==> src/rtl/tr_bus_master.sv <==
// tr_bus_master: FIFO-buffered master that arbitrates with req/gnt and drives bufif0 data/enable flops.
// Optional even-parity output bus_par is added when TR_BUS_PARITY_EN is defined.
module tr_bus_master #(
  parameter int DATA_W     = 8,
  parameter int FIFO_DEPTH = 4,
  parameter int MAX_BURST  = 4,
  parameter int TURN_CYC   = 1
) (
  input  logic              clk,
  input  logic              rst_n,
  input  logic              in_valid,
  output logic              in_ready,
  input  logic [DATA_W-1:0] in_data,
  output logic              bus_req,
  input  logic              bus_gnt,
  output logic [DATA_W-1:0] bus_dout,
  output logic              data_enable_low,
`ifdef TR_BUS_PARITY_EN
  output logic              bus_par,
`endif
  output logic              busy
);
  localparam int AW = $clog2(FIFO_DEPTH);
  localparam int BW = $clog2(MAX_BURST + 1);
  localparam int TW = $clog2(TURN_CYC + 1);
  typedef enum logic [1:0] {IDLE, REQ, DRIVE, TURN} state_t;
  state_t            r_state;
  logic [DATA_W-1:0] r_mem [FIFO_DEPTH];
  logic [AW-1:0]     r_wr_ptr, r_rd_ptr;
  logic [AW:0]       r_count;
  logic [BW-1:0]     r_beats;
  logic [TW-1:0]     r_turn;
  logic              r_req, r_del;
  logic [DATA_W-1:0] r_dout;
  logic              w_full, w_empty, w_push, w_pop;
  logic [DATA_W-1:0] w_head;
  assign w_full          = r_count == (AW+1)'(FIFO_DEPTH);
  assign w_empty         = r_count == '0;
  assign w_push          = in_valid && !w_full;
  // every pop lands in bus_dout on the same edge, so each driven cycle carries one fresh word
  assign w_pop           = bus_gnt && !w_empty &&
                           (r_state == REQ || (r_state == DRIVE && r_beats < BW'(MAX_BURST)));
  assign w_head          = r_mem[r_rd_ptr];
  assign in_ready        = !w_full;
  assign busy            = r_state != IDLE || !w_empty;
  assign bus_req         = r_req;
  assign bus_dout        = r_dout;
  assign data_enable_low = r_del;
  always_ff @(posedge clk)
    if (w_push) r_mem[r_wr_ptr] <= in_data;
  always_ff @(posedge clk or negedge rst_n)
    if (!rst_n) begin
      r_wr_ptr <= '0;
      r_rd_ptr <= '0;
      r_count  <= '0;
    end else begin
      r_wr_ptr <= r_wr_ptr + AW'(w_push);
      r_rd_ptr <= r_rd_ptr + AW'(w_pop);
      r_count  <= r_count + (AW+1)'(w_push) - (AW+1)'(w_pop);
    end
  always_ff @(posedge clk or negedge rst_n)
    if (!rst_n) begin
      r_state <= IDLE;
      r_req   <= 1'b0;
      r_del   <= 1'b1;
      r_dout  <= '0;
      r_beats <= '0;
      r_turn  <= '0;
    end else begin
      case (r_state)
        IDLE: if (!w_empty) begin
          r_state <= REQ;
          r_req   <= 1'b1;
        end
        REQ: if (w_pop) begin
          r_state <= DRIVE;
          r_del   <= 1'b0;
          r_dout  <= w_head;
          r_beats <= BW'(1);
        end
        DRIVE: if (w_pop) begin
          r_dout  <= w_head;
          r_beats <= r_beats + 1'b1;
        end else begin
          r_state <= TURN;
          r_del   <= 1'b1;
          r_req   <= 1'b0;
          r_turn  <= '0;
        end
        TURN: if (r_turn == TW'(TURN_CYC - 1)) r_state <= IDLE;
              else r_turn <= r_turn + 1'b1;
        default: r_state <= IDLE;
      endcase
    end
`ifdef TR_BUS_PARITY_EN
  logic r_par;
  assign bus_par = r_par;
  always_ff @(posedge clk or negedge rst_n)
    if (!rst_n) r_par <= 1'b0;
    else if (w_pop) r_par <= ^w_head;
`endif
endmodule

==> config.mk <==
export PLATFORM = sky130hd
export DESIGN_NAME = tr_bus_master
export DESIGN_NICKNAME = d
export VERILOG_FILES = /design/src/rtl/tr_bus_master.sv
export SDC_FILE = /design/constraint.sdc
export NUM_CORES = 1
export LEC_CHECK = 0
export CORE_MARGIN = 4
export CORE_UTILIZATION = 62
export CTS_BUF_LIST = sky130_fd_sc_hd__clkbuf_8
export CTS_CLUSTER_SIZE = 10
export DETAILED_ROUTE_END_ITERATION = 8
export PLACE_DENSITY = 0.95
export SETUP_SLACK_MARGIN = 0.3
export SLEW_MARGIN = 40
export SYNTH_ARGS = -nofsm -noshare
export SYNTH_HDL_FRONTEND = slang
export SYNTH_SLANG_ARGS = --single-unit
==> constraint.sdc <==
create_clock -name clk -period 7.2 [get_ports clk]
set_input_delay 1.08 -clock clk [delete_from_list [all_inputs] [get_ports clk]]
set_output_delay 1.08 -clock clk [all_outputs]
set_load 0.005 [all_outputs]
==> out/qor.yml <==
outcome:
  outcome: "complete, no violations"
clock_network:
  clkTransAtPathRegs_ns: 0.09
  cts-root-buf: "clkbuf_8"
  cts_buffers: 5
  cts_tree: "yes"
  clk_latency_ns: 0.31
  cts.sinks: 54
  post_cts_resize_count: 0
  clockBufferDepth: 2
  hold_buffers: 0
  htree_levels: 2
  cts_setup_buffers: 0
floorplanning:
  die_h_um: 68.8
  num_rows: 21
  fp.dieW_um: 68.8
  dieArea_mm2: 0.00474
  coreArea_mm2: 0.00344
  num_io_pins: 24
  start_util_pct: 66.6
sta:
  rsz0062_at_grt: "false"
  drv_slew: 0
  finalSetupTns_ns: 0
  skew_ns: 0.00619
  fin_crit_ns: 2.98
  hold_violations: 0
  tightest_slew_ns: 0.787
  setup_slack_ns: 4.22
  relSlewSlack_pct: 47.2
  max_freq_mhz: 336
  post-route-period-util_pct: 41.3
  setup_viol: 0
worst_setup_path:
  cpMostUsedCell: "ha_1"
  r2r_cells: 10
  worst-r2r-setup-slack_ns: 4.54
  criticalPathCategory: "input port to register"
  crit_chain: "clkdlybuf4s50_1 -> o31ai_2 -> a21oi_4 -> ha_1 -> inv_1 -> ha_1 -> fa_1 -> xor2_1 -> xnor2_1"
  cp-end-kind: "register"
  crit_path_top_delay_cell: "clkdlybuf4s50_1"
  r2r-end: "r_count[2]"
  slowest_delay_ns: 0.55
  startpoint_type: "input port"
  r2r-start: "r_state[0]"
  crit_fanout: 8
  critical_path_required_ns: 7.39
  arrival_ns: 3.17
place:
  place_congestion: 0.808
  port_buffers: 23
  pre_cts_ws_ns: 3.91
  place_hpwl_um: 2950
  placed_area_mm2: 0.00258
  place_inst: 200
cells_and_area:
  final_area_mm2: 0.00267
  final_cells: 208
  num_antenna_cells: 0
  synthToLayoutAreaGrowth_pct: 16.3
  fin_util_pct: 77.5
  fin_nets: 183
  drive_gt1_share_pct: 22.8
global_route:
  grt_pass1_vias: 1286
  grt_remaining_overflow: 0
  antenna_found_initial: 0
  grt_pass1_wl_um: 6640
  grt_max_degree: 23
  grt_use_total_pct: 20.5
synth:
  ys_ff_latch: 54
  synth_cells: 132
  synthArstFlopShare_pct: 40.7
  syn_area_mm2: 0.00229
  synth_common_cells: "32 x edfxtp_1, 21 x dfrtp_1, 11 x inv_1"
  yosys.area.top_type: "edfxtp_1"
  synth_top_flop_cell: "edfxtp_1"
  avgSynthCellArea_um2: 17.4
  synth_area_leaders: "edfxtp_1 42%, dfrtp_1 23%, mux4_2 7.9%, mux2_4 5.9%, ha_1 4.9%"
  synth_top_area_share_pct: 41.9
  yosysSeqAreaShare_pct: 66.0
  yosysMostFrequentCell: "edfxtp_1"
  synth-warning-count: 0
  synth_edf_count: 32
  synthesis.nets: 154
  synth_cell_types: 35
route:
  wl_per_cell_um: 19.4
  via_count: 1177
  routed_wl_um: 4050
  via_per_inst: 5.66
  drt_iter0_drc: 113
  ant_nets: 0
  drc: 0
  dr.pass1.iters: 4
min_path:
  min_to: "data_enable_low"
  whs_path_depth: 2
  hp-class: "register to register"
  min_from: "data_enable_low"
pwr:
  peakVddDrop_mv: 0.218
  leakage_nw: 1.03
  p_per_area_mw_per_mm2: 420
run:
  maxCapViolations: 0
[state kept, by name (all words and copies together) (netlist names)]
register         count
r_mem               32
r_count              3
r_state              2
bus_dout             8
data_enable_low      1
r_wr_ptr             2
r_beats              3
bus_req              1
r_rd_ptr             2
[per-layer routing]
| layer | track usage (%) | routed length (um) |
|---|---|---|
| met1 | 23.6 | 1530 |
| met2 | 36.8 | 2280 |
| met3 | 4.86 | 158 |
| met4 | 8.03 | 68 |
| met5 | 0 | 0 |
[power breakdown]
part / switching, mW / internal [mW] / leakage [nW]
sequential: 0.0884 / 0.436 / 0.550
clock: 0.0969 / 0.0673 / 0.0416
combinational: 0.184 / 0.248 / 0.437
[layout make-up]
class                   instances  area [um2]
fillers                       190         774
repair buffers                 25         240
clock buffers                   5        68.8
well taps                      46        57.6
clock inverters                 3        18.8
flip-flops and latches         54        1510
inverters                      11        41.3
multi-input cells              64         728
[per-stage QoR]
step           power [mW]  hold slack [ns]
3_5_place_dp        0.966            0.487
5_1_grt              1.19            0.525
2_1_floorplan       0.807            0.477
3_3_place_gp        0.923            0.479
6_report             1.12            0.497
4_1_cts              1.13            0.500
[cells in the final DEF, fill, tap and decap left out, types with 3 or more instances in the layout]
cell type        instances
inv_1                   12
edfxtp_1                32
ha_1                     9
nand2_1                  4
dfrtp_1                 21
nand3_1                  3
mux4_2                   8
xor2_1                   3
mux2_4                   9
clkdlybuf4s50_1         22
clkbuf_8                 5
[worst max-delay path: cells and delay by family]
family,cells,cell delay [ns]
adders and majority gates,3,0.74
AOI/OAI and AO/OA,2,0.46
buffers and inverters,2,0.59
xor gates and xnor gates,2,0.30
[worst max path at each step]
stage	slack, ns	start	to	cells past startpoint
after floorplan	4.61	bus_gnt	r_count[2]	8
after global placement	4.00	bus_gnt	r_count[2]	9
after detailed placement	3.91	bus_gnt	r_count[2]	9
after CTS	4.23	bus_gnt	r_count[2]	9
after global routing	4.14	bus_gnt	r_count[2]	9
final	4.22	bus_gnt	r_count[2]	9
[kinds of logic after synthesis]
| kind of cell | Yosys count | synth area share (%) |
|---|---|---|
| simple gates | 18 | 5.02 |
| xor+xnor | 4 | 1.53 |
| buf+inv | 14 | 2.51 |
| fa+ha+maj | 10 | 5.78 |
| compound gates | 15 | 5.46 |
| mux | 17 | 13.7 |
| flops | 54 | 66.0 |
No activity file was read; power rests on OpenSTA's default activity.
